## src/rtl/prog_loader_pkg.sv

```systemverilog
// Shared widths, memory map defaults, FSM/err_code encodings and checksum helper.
package prog_loader_pkg;

    localparam int unsigned ADDR_WIDTH = 16;
    localparam int unsigned REG_WIDTH  = 8;
    localparam int unsigned CK_WIDTH   = 16;

    localparam logic [ADDR_WIDTH-1:0] INSTRUCTION_BASE = 16'h0200;
    localparam logic [ADDR_WIDTH-1:0] MEM_DEPTH        = 16'h0210;

    typedef enum logic [2:0] {
        IDLE    = 3'd0,
        ZERO    = 3'd1,
        LOAD    = 3'd2,
        VERIFY  = 3'd3,
        RELEASE = 3'd4,
        RUN     = 3'd5,
        ERROR   = 3'd6
    } state_t;

    typedef enum logic [1:0] {
        ERR_NONE     = 2'b00,
        ERR_OVERFLOW = 2'b01,
        ERR_CHECKSUM = 2'b10
    } err_code_t;

    // Modulo-2^16 accumulate of one program byte.
    function automatic logic [CK_WIDTH-1:0] ck_add(input logic [CK_WIDTH-1:0]  sum,
                                                    input logic [REG_WIDTH-1:0] data);
        return sum + CK_WIDTH'(data);
    endfunction

endpackage

```

## src/rtl/prog_loader_ld_checksum.sv

```systemverilog
// 16-bit running byte checksum with synchronous clear.
module ld_checksum
    import prog_loader_pkg::*;
(
    input  logic                 clk,
    input  logic                 reset,
    input  logic                 clr_i,
    input  logic                 en_i,
    input  logic [REG_WIDTH-1:0] data_i,
    output logic [CK_WIDTH-1:0]  sum_o
);

    logic [CK_WIDTH-1:0] sum_q;

    // Clear wins over accumulate so a restart always begins from zero.
    always_ff @(posedge clk) begin
        if (reset || clr_i) begin
            sum_q <= '0;
        end else if (en_i) begin
            sum_q <= ck_add(sum_q, data_i);
        end
    end

    assign sum_o = sum_q;

endmodule

```

## src/rtl/prog_loader.sv

```systemverilog
// Program loader: zero the program region, stream bytes in, read back and
// checksum them, then release the core from reset and kick the fetcher.
module prog_loader
    import prog_loader_pkg::*;
#(
    parameter logic [ADDR_WIDTH-1:0] BASE  = INSTRUCTION_BASE,
    parameter logic [ADDR_WIDTH-1:0] DEPTH = MEM_DEPTH
) (
    input  logic                  clk,
    input  logic                  reset,
    input  logic                  start,
    input  logic                  src_valid,
    input  logic [REG_WIDTH-1:0]  src_data,
    input  logic                  src_last,
    output logic                  src_ready,
    output logic                  mem_sel,
    output logic [ADDR_WIDTH-1:0] mem_addr,
    output logic                  mem_we,
    output logic [REG_WIDTH-1:0]  mem_dout,
    input  logic [REG_WIDTH-1:0]  mem_din,
    output logic                  core_reset_n,
    output logic                  trigger,
    output logic                  busy,
    output logic                  done,
    output logic                  error,
    output logic [1:0]            err_code
);

    // One extra bit so a completely full region (cnt == LEN) is representable.
    localparam int unsigned           CNT_WIDTH = ADDR_WIDTH + 1;
    localparam logic [CNT_WIDTH-1:0]  LEN       = CNT_WIDTH'(DEPTH) - CNT_WIDTH'(BASE);

    state_t                state_q;
    logic [CNT_WIDTH-1:0]  cnt_q;
    logic [CNT_WIDTH-1:0]  vcnt_q;
    logic                  last_q;
    logic                  src_ready_q;
    logic                  mem_sel_q;
    logic [ADDR_WIDTH-1:0] mem_addr_q;
    logic                  mem_we_q;
    logic [REG_WIDTH-1:0]  mem_dout_q;
    logic                  core_reset_n_q;
    logic                  trigger_q;
    logic                  busy_q;
    logic                  done_q;
    logic                  error_q;
    err_code_t             err_code_q;

    logic                  go_zero_c;
    logic                  accept_c;
    logic                  vf_en_c;
    logic [CK_WIDTH-1:0]   ld_sum;
    logic [CK_WIDTH-1:0]   vf_sum;
    logic [CK_WIDTH-1:0]   vf_total_c;

    // Handshake, restart and readback control decoded from the current state.
    always_comb begin
        go_zero_c  = start && (state_q inside {IDLE, RUN, ERROR});
        accept_c   = (state_q == LOAD) && src_ready_q && src_valid && (cnt_q != LEN);
        vf_en_c    = (state_q == VERIFY) && (vcnt_q != '0);
        vf_total_c = ck_add(vf_sum, mem_din);
    end

    ld_checksum u_ck_load (
        .clk    (clk),
        .reset  (reset),
        .clr_i  (go_zero_c),
        .en_i   (accept_c),
        .data_i (src_data),
        .sum_o  (ld_sum)
    );

    ld_checksum u_ck_verify (
        .clk    (clk),
        .reset  (reset),
        .clr_i  (go_zero_c),
        .en_i   (vf_en_c),
        .data_i (mem_din),
        .sum_o  (vf_sum)
    );

    // Loader FSM; every output is registered alongside the state transition.
    always_ff @(posedge clk) begin
        if (reset) begin
            state_q        <= IDLE;
            cnt_q          <= '0;
            vcnt_q         <= '0;
            last_q         <= 1'b0;
            src_ready_q    <= 1'b0;
            mem_sel_q      <= 1'b1;
            mem_addr_q     <= '0;
            mem_we_q       <= 1'b0;
            mem_dout_q     <= '0;
            core_reset_n_q <= 1'b0;
            trigger_q      <= 1'b0;
            busy_q         <= 1'b0;
            done_q         <= 1'b0;
            error_q        <= 1'b0;
            err_code_q     <= ERR_NONE;
        end else begin
            trigger_q <= 1'b0;
            mem_we_q  <= 1'b0;

            if (go_zero_c) begin
                state_q        <= ZERO;
                cnt_q          <= '0;
                vcnt_q         <= '0;
                last_q         <= 1'b0;
                src_ready_q    <= 1'b0;
                mem_sel_q      <= 1'b1;
                mem_addr_q     <= BASE;
                mem_we_q       <= 1'b1;
                mem_dout_q     <= '0;
                core_reset_n_q <= 1'b0;
                busy_q         <= 1'b1;
                done_q         <= 1'b0;
                error_q        <= 1'b0;
                err_code_q     <= ERR_NONE;
            end else begin
                case (state_q)
                    ZERO: begin
                        if (cnt_q == LEN - CNT_WIDTH'(1)) begin
                            state_q     <= LOAD;
                            cnt_q       <= '0;
                            src_ready_q <= 1'b1;
                        end else begin
                            cnt_q      <= cnt_q + CNT_WIDTH'(1);
                            mem_addr_q <= mem_addr_q + ADDR_WIDTH'(1);
                            mem_dout_q <= '0;
                            mem_we_q   <= 1'b1;
                        end
                    end

                    LOAD: begin
                        if (last_q) begin
                            // Final byte's write cycle has completed; start readback.
                            state_q    <= VERIFY;
                            last_q     <= 1'b0;
                            vcnt_q     <= '0;
                            mem_addr_q <= BASE;
                        end else if (src_valid) begin
                            if (cnt_q == LEN) begin
                                state_q     <= ERROR;
                                src_ready_q <= 1'b0;
                                busy_q      <= 1'b0;
                                error_q     <= 1'b1;
                                err_code_q  <= ERR_OVERFLOW;
                            end else begin
                                mem_we_q   <= 1'b1;
                                mem_addr_q <= BASE + cnt_q[ADDR_WIDTH-1:0];
                                mem_dout_q <= src_data;
                                cnt_q      <= cnt_q + CNT_WIDTH'(1);
                                if (src_last) begin
                                    last_q      <= 1'b1;
                                    src_ready_q <= 1'b0;
                                end
                            end
                        end
                    end

                    VERIFY: begin
                        if (vcnt_q == cnt_q) begin
                            if (vf_total_c == ld_sum) begin
                                state_q        <= RELEASE;
                                mem_sel_q      <= 1'b0;
                                core_reset_n_q <= 1'b1;
                            end else begin
                                state_q    <= ERROR;
                                busy_q     <= 1'b0;
                                error_q    <= 1'b1;
                                err_code_q <= ERR_CHECKSUM;
                            end
                        end else begin
                            vcnt_q <= vcnt_q + CNT_WIDTH'(1);
                            if (vcnt_q + CNT_WIDTH'(1) < cnt_q) begin
                                mem_addr_q <= mem_addr_q + ADDR_WIDTH'(1);
                            end
                        end
                    end

                    RELEASE: begin
                        state_q   <= RUN;
                        trigger_q <= 1'b1;
                        done_q    <= 1'b1;
                        busy_q    <= 1'b0;
                    end

                    default: begin
                        // IDLE, RUN and ERROR hold until start or reset.
                    end
                endcase
            end
        end
    end

    assign src_ready    = src_ready_q;
    assign mem_sel      = mem_sel_q;
    assign mem_addr     = mem_addr_q;
    assign mem_we       = mem_we_q;
    assign mem_dout     = mem_dout_q;
    assign core_reset_n = core_reset_n_q;
    assign trigger      = trigger_q;
    assign busy         = busy_q;
    assign done         = done_q;
    assign error        = error_q;
    assign err_code     = err_code_q;

endmodule

```

## config.mk

```make
export PLATFORM = sky130hd
export DESIGN_NAME = prog_loader
export DESIGN_NICKNAME = d
export VERILOG_FILES = /design/src/rtl/prog_loader_pkg.sv /design/src/rtl/prog_loader_ld_checksum.sv /design/src/rtl/prog_loader.sv
export SDC_FILE = /design/constraint.sdc
export NUM_CORES = 1
export LEC_CHECK = 0
export CORE_UTILIZATION = 54
export DETAILED_ROUTE_END_ITERATION = 10
export MAX_ROUTING_LAYER = met4
export PLACE_DENSITY = 0.72
export SYNTH_ARGS = -nofsm -noshare
export SYNTH_HDL_FRONTEND = slang
export SYNTH_SLANG_ARGS = --single-unit
export TNS_END_PERCENT = 20
```

## constraint.sdc

```tcl
create_clock -name clk -period 7.5 [get_ports clk]
set_input_delay 1.5 -clock clk [delete_from_list [all_inputs] [get_ports clk]]
set_output_delay 1.5 -clock clk [all_outputs]
set_load 0.03 [all_outputs]
```

[After elaboration in Yosys (flattened, before gate mapping)]
Cells that the tools add are included.
Word-level totals
  bits in registers: 104
  input port bits: 21
  output and inout port bits: 34
Cells by class
  add/sub/neg operators: 6
  order comparisons: 1
  equal/unequal tests: 38
  muxes and demuxes: 65
  reductions and logical operators: 28
Operators by type and width (count)
  $mux W17: 6
  $mux W16: 6
  $pmux W17 S2: 2
  $pmux W16 S3: 1
  $add A17 B1 Y17 const B: 2
  $add A16 B8 Y16: 2
  $mux W8: 4
  $mux W1: 27
  $ne A3 B2 Y1 const B: 8
  $reduce_and A6 Y1: 4
  $reduce_and A5 Y1: 4
  $eq A17 B17 Y1: 1
  $eq A17 B4 Y1 const B: 1
  $eq A17 B5 Y1 const B: 1
  $lt A17 B17 Y1: 1
  $ne A17 B5 Y1 const B: 1
  $reduce_bool A17 Y1: 1
  $add A10 B16 Y16 const A: 1
  $add A16 B1 Y16 const B: 1
  $eq A16 B16 Y1: 1
  $ne A2 B2 Y1 const B: 8
  $pmux W8 S2: 1
  $mux W3: 5
  $mux W2: 6
  23 further kinds: 43

[Depth between registers and ports, before layout]
  depth in word-level cells: 6
  gate-level depth with buffers: 17

[By module]
A second synthesis with hierarchy kept.
Unflattened totals
  cells, all modules: 919
  area total of the unflattened synthesis: 7422.1 um^2
Modules (own cells, without submodules)
  prog_loader: times used 1, cells an instance 683, area an instance 5325.1 um^2, sequential area each 1441.4 um^2
  ld_checksum: times used 2, cells an instance 118, area an instance 1048.5 um^2, sequential area each 320.3 um^2

[Worst setup path after synthesis]
No wires, ideal clock.
  kind: input-to-reg
  from: input mem_din[0]
  to: register err_code_q[1], in the netlist err_code[1]
  setup time: 0.068 ns
  arrival: 4.016 ns
  required time: 7.432 ns
  slack: 3.416 ns
  cell stages on the path: 11
  cell sequence: ha_1 fa_1 a211oi_2 o21ai_1 a21oi_2 xnor2_1 a211o_1 a2111oi_2 nand4_4 a21bo_1 a21oi_2
On the way
  cells in the longest elaborated chain, start to end: 4
RTL lines
  start: declaration: line prog_loader.sv:20  | input logic [REG_WIDTH-1:0] mem_din,
  $add A16 B8 Y16: line prog_loader_pkg.sv:30  | return sum + CK_WIDTH'(data);
  $eq A16 B16 Y1: line prog_loader.sv:163  | if (vf_total_c == ld_sum) begin
  $ne A2 B2 Y1 (no source line)
  $reduce_and A6 Y1 (no source line)
  end signal: assignment: line prog_loader.sv:99  | err_code_q <= ERR_NONE;
  end signal: assignment: line prog_loader.sv:147  | err_code_q <= ERR_OVERFLOW;
  end signal: assignment: line prog_loader.sv:171  | err_code_q <= ERR_CHECKSUM;
  end: declaration: line prog_loader.sv:47  | err_code_t err_code_q;
Every way passes these cells.
A chain may end at the register's enable or synchronous reset.

[Final worst setup path]
  from: register vcnt_q[0]
  to: register mem_addr_q[13], in the netlist mem_addr[13]
On the way
  cells in the longest elaborated chain, start to end: 4
  elaborated cells on any way between the ends: 6
RTL lines
  start: declaration: line prog_loader.sv:35  | logic [CNT_WIDTH-1:0] vcnt_q;
  start signal: assignment: line prog_loader.sv:174  | vcnt_q <= vcnt_q + CNT_WIDTH'(1);
  $add A17 B1 Y17: line prog_loader.sv:175  | if (vcnt_q + CNT_WIDTH'(1) < cnt_q) begin
  $lt A17 B17 Y1: line prog_loader.sv:175
  $ne A2 B1 Y1 (no source line)
  $reduce_and A6 Y1 (no source line) *
  end signal: assignment: line prog_loader.sv:128  | mem_addr_q <= mem_addr_q + ADDR_WIDTH'(1);
  end signal: assignment: line prog_loader.sv:150  | mem_addr_q <= BASE + cnt_q[ADDR_WIDTH-1:0];
  end signal: assignment: line prog_loader.sv:176  | mem_addr_q <= mem_addr_q + ADDR_WIDTH'(1);
  end: declaration: line prog_loader.sv:39  | logic [ADDR_WIDTH-1:0] mem_addr_q;
Every way passes the cells marked *; elsewhere a longest branch is shown, timed or not.

==> impl_metrics.prom <==
# TYPE chip_impl_metric gauge
chip_impl_metric{name="layout.nets",unit=""} 930
chip_impl_metric{name="path_max_fanout",unit=""} 30
chip_impl_metric{name="fin_worst_hold_slack",unit="ns"} 0.456
chip_impl_metric{name="grt_first_pass_wirelength",unit="mm"} 28.1
chip_impl_metric{name="antenna_violations_before_repair",unit=""} 1
chip_impl_metric{name="cts_htree_levels",unit=""} 3
chip_impl_metric{name="cellLeakagePower",unit="nW"} 2.89
chip_impl_metric{name="resized_gates_after_cts",unit=""} 0
chip_impl_metric{name="crit_arrival",unit="ns"} 4.97
chip_impl_metric{name="synth-edff-count",unit=""} 0
chip_impl_metric{name="rows",unit=""} 40
chip_impl_metric{name="io_pins",unit=""} 55
chip_impl_metric{name="dpl_worst_slack",unit="ns"} 2.76
chip_impl_metric{name="via_per_inst",unit=""} 6.06
chip_impl_metric{name="routabilityCongestion",unit=""} 0.987
chip_impl_info{name="synth_top_cells_by_area",value="dfxtp_1, ha_1, xnor2_1"} 1
chip_impl_info{name="status",value="complete, no violations"} 1
chip_impl_metric{name="design.core.area",unit="mm²"} 0.0120
chip_impl_metric{name="postLayoutSetupSlackWorst",unit="ns"} 2.76
chip_impl_metric{name="mappedNetlistNets",unit=""} 911
chip_impl_metric{name="clkLatencyLatePin",unit="ns"} 0.36
chip_impl_info{name="r2r_start",value="vcnt_q[0]$_SDFFE_PP0P_"} 1
chip_impl_metric{name="area.growth.synth_to_final",unit="%"} 12.9
chip_impl_info{name="layout.cells.most_common",value="nor2_1"} 1
chip_impl_metric{name="final-instance-count-excl-fill",unit=""} 1021
chip_impl_metric{name="vdd_ir_drop_max",unit="µV"} 136
chip_impl_metric{name="grt_pass1_vias",unit=""} 5637
chip_impl_info{name="setup.worst_path.class",value="reg2reg"} 1
chip_impl_metric{name="post-route-period-util",unit="%"} 63.2
chip_impl_metric{name="tritoncts.num_buffers",unit=""} 9
chip_impl_metric{name="numClockSinks",unit=""} 104
chip_impl_metric{name="netlist.area_leader.share",unit="%"} 31.2
chip_impl_metric{name="die_height",unit="µm"} 113
chip_impl_metric{name="placed_cells_incl_taps",unit=""} 1004
chip_impl_metric{name="relSlewSlack",unit="%"} 21.9
chip_impl_metric{name="maximum_number_of_pins_on_one_net_before_global_route_repair",unit=""} 65
chip_impl_info{name="worst_setup_path_endpoint",value="mem_addr[13]$_SDFFE_PP0P_"} 1
chip_impl_metric{name="max_slew.worst_pin.slew",unit="ns"} 1.17
chip_impl_metric{name="drv_slew",unit=""} 0
chip_impl_metric{name="hold_violations",unit=""} 0
chip_impl_metric{name="clk_pin_slew_worst_paths",unit="ns"} 0.08
chip_impl_info{name="ys_dominant_reg_cell",value="dfxtp_1"} 1
chip_impl_metric{name="drive_gt1_share",unit="%"} 3.89
chip_impl_metric{name="ys_seq_elements",unit=""} 104
chip_impl_metric{name="initial_utilization",unit="%"} 55.5
chip_impl_info{name="layout_common_cells",value="nor2_1, dfxtp_1, nand2_1"} 1
chip_impl_metric{name="grtUsageTotal",unit="%"} 28.6
chip_impl_metric{name="setup_violations",unit=""} 0
chip_impl_info{name="crit_path_start",value="vcnt_q[0]$_SDFFE_PP0P_"} 1
chip_impl_metric{name="synth_seq_area_share",unit="%"} 31.2
chip_impl_metric{name="mappedNetlistArea",unit="mm²"} 0.00666
chip_impl_metric{name="required",unit="ns"} 7.73
chip_impl_metric{name="post_cts_buffers",unit=""} 0
chip_impl_info{name="timing.hold.worst.class",value="reg2reg"} 1
chip_impl_metric{name="port_buffers",unit=""} 54
chip_impl_metric{name="detailedRoute.firstPassIterationCount",unit=""} 7
chip_impl_metric{name="synth.yosys.warnings",unit=""} 0
chip_impl_metric{name="route.detailed.drc",unit=""} 0
chip_impl_metric{name="power",unit="mW"} 1.19
chip_impl_info{name="rr_endpoint",value="mem_addr[13]$_SDFFE_PP0P_"} 1
chip_impl_metric{name="detail-route-antenna-nets",unit=""} 0
chip_impl_metric{name="drtIter0Drc",unit=""} 471
chip_impl_metric{name="dieWidth",unit="µm"} 113
chip_impl_metric{name="route.final.wire_length",unit="mm"} 17.4
chip_impl_metric{name="reg2reg_depth",unit=""} 16
chip_impl_metric{name="timing.max_cap.violations",unit=""} 0
chip_impl_info{name="timing.hold.worst.start",value="u_ck_verify.sum_o[5]$_SDFFE_PP0P_"} 1
chip_impl_metric{name="place.detailed.hpwl",unit="mm"} 13.1
chip_impl_metric{name="cts-hold-fix-buffers",unit=""} 0
chip_impl_info{name="worst_setup_path_start_kind",value="flip-flop"} 1
chip_impl_metric{name="fmax",unit="MHz"} 211
chip_impl_info{name="synth_top_area_cell",value="dfxtp_1"} 1
chip_impl_metric{name="wire_per_inst",unit="µm"} 17.0
chip_impl_info{name="clock-root-buffer",value="clkbuf_16"} 1
chip_impl_info{name="setup.worst_path.end_class",value="flip-flop"} 1
chip_impl_info{name="tritoncts",value="yes"} 1
chip_impl_metric{name="distinct_cell_type_count_of_the_synthesized_netlist",unit=""} 70
chip_impl_metric{name="asyncSetResetFlopFracSynth",unit="%"} 0
chip_impl_metric{name="fp.dieArea",unit="mm²"} 0.0128
chip_impl_info{name="rsz0062_at_grt",value="false"} 1
chip_impl_metric{name="synthesis.instances",unit=""} 849
chip_impl_metric{name="tns",unit="ns"} 0
chip_impl_metric{name="period_minus_slack",unit="ns"} 4.74
chip_impl_metric{name="average_footprint_of_a_synthesized_cell",unit="µm²"} 7.85
chip_impl_metric{name="regToRegSetupSlack",unit="ns"} 2.76
chip_impl_metric{name="power_per_cell_area",unit="mW/mm²"} 158
chip_impl_metric{name="remaining_global_route_overflow",unit=""} 0
chip_impl_metric{name="skew",unit="ns"} 0.0106
chip_impl_metric{name="via_count",unit=""} 6187
chip_impl_metric{name="cts_buffer_depth",unit=""} 2
[stage by stage]
stage	utilization, %	area (µm²)
after floorplan	-	6660
after global placement	60.1	7220
after detailed placement	60.1	7220
after CTS	62.6	7520
after global routing	62.6	7520
final	62.6	7520
[sequential cells by signal, indices dropped and copies added (netlist names), 2 cells and up]
name	flops
u_ck_load.sum_o	16
vcnt_q	17
err_code	2
state_q	3
mem_dout	8
u_ck_verify.sum_o	16
mem_addr	16
cnt_q	17
[worst max-delay path, cell delays in order, from the launching register on]
cell     delay [ns]
dfxtp_1        0.45
ha_1           0.27
and3_1         0.27
nand3_1        0.16
nor2_1         0.18
and4_1         0.31
and3_1         0.27
xor2_1         0.19
ha_1           0.27
a21o_1         0.16
a21o_1         0.17
a21oi_1        0.34
nand3_1        0.15
o22ai_2        0.86
o21ai_0        0.24
a22oi_1        0.24
nor2_1         0.06
[logic make-up (layout without fill, tap and decap cells)]
family | count (synthesis) | after routing | share of synthesized area [%]
buffers and inverters | 86 | 110 | 5.09
AND/OR/NAND/NOR | 328 | 328 | 24.0
flip-flops | 104 | 104 | 31.2
XOR/XNOR | 89 | 89 | 11.7
AO/OA/AOI/OAI | 194 | 194 | 19.0
multiplexers | 7 | 7 | 1.05
other | 0 | 1 | 0
adder cells (fa/ha/maj) | 41 | 41 | 7.92
[where the power goes]
part | switching [mW] | leakage, nW | internal, mW
combinational | 0.0856 | 1.91 | 0.0470
clock | 0.221 | 0.148 | 0.262
sequential | 0.0108 | 0.839 | 0.559
[layer usage]
layer	wire length (µm)	GRT usage, %
met1	7910	38.4
met2	8100	43.6
met3	1140	5.89
met4	247	7.89
met5	0	-
[worst min path at each step]
stage | endpoint | slack (ns) | cells after the start
after floorplan | u_ck_verify.sum_o[5]$_SDFFE_PP0P_ | 0.44 | 2
final | u_ck_verify.sum_o[5]$_SDFFE_PP0P_ | 0.46 | 2
after CTS | mem_sel$_SDFFE_PP1P_ | 0.46 | 2
after global placement | done$_SDFFE_PP0P_ | 0.44 | 2
after detailed placement | mem_sel$_SDFFE_PP1P_ | 0.45 | 2
after global routing | u_ck_verify.sum_o[5]$_SDFFE_PP0P_ | 0.49 | 2
[cells in the mapped netlist, types with 3 or more instances]
cell type	number
a211oi_1	5
or4_1	3
a221oi_1	3
a22oi_1	20
a21oi_1	64
o22ai_1	5
and4_1	5
o211ai_1	5
xor2_1	43
clkbuf_1	40
buf_2	4
nand2_1	74
nor2b_1	9
nor4_1	9
nand4_1	16
xnor2_1	46
nand2b_1	5
a21oi_2	4
nor3_1	17
o21a_1	5
o21ai_1	16
and3_1	14
nand3b_1	10
nor2_1	107
mux2i_1	7
or3_1	8
dfxtp_1	104
nand3_1	39
ha_1	39
a21o_1	11
o21ai_0	27
inv_1	37
[cell type report]
cell class	instances	area (µm²)
Timing Repair Buffer	56	556
Antenna cell	1	2.50
Sequential cell	104	2080
Inverter	38	143
Clock inverter	7	80.1
Tap cell	147	184
Multi-Input combinational cell	659	4250
Clock buffer	9	225
Fill cell	1076	4490
No activity file was read; power rests on OpenSTA's default activity.
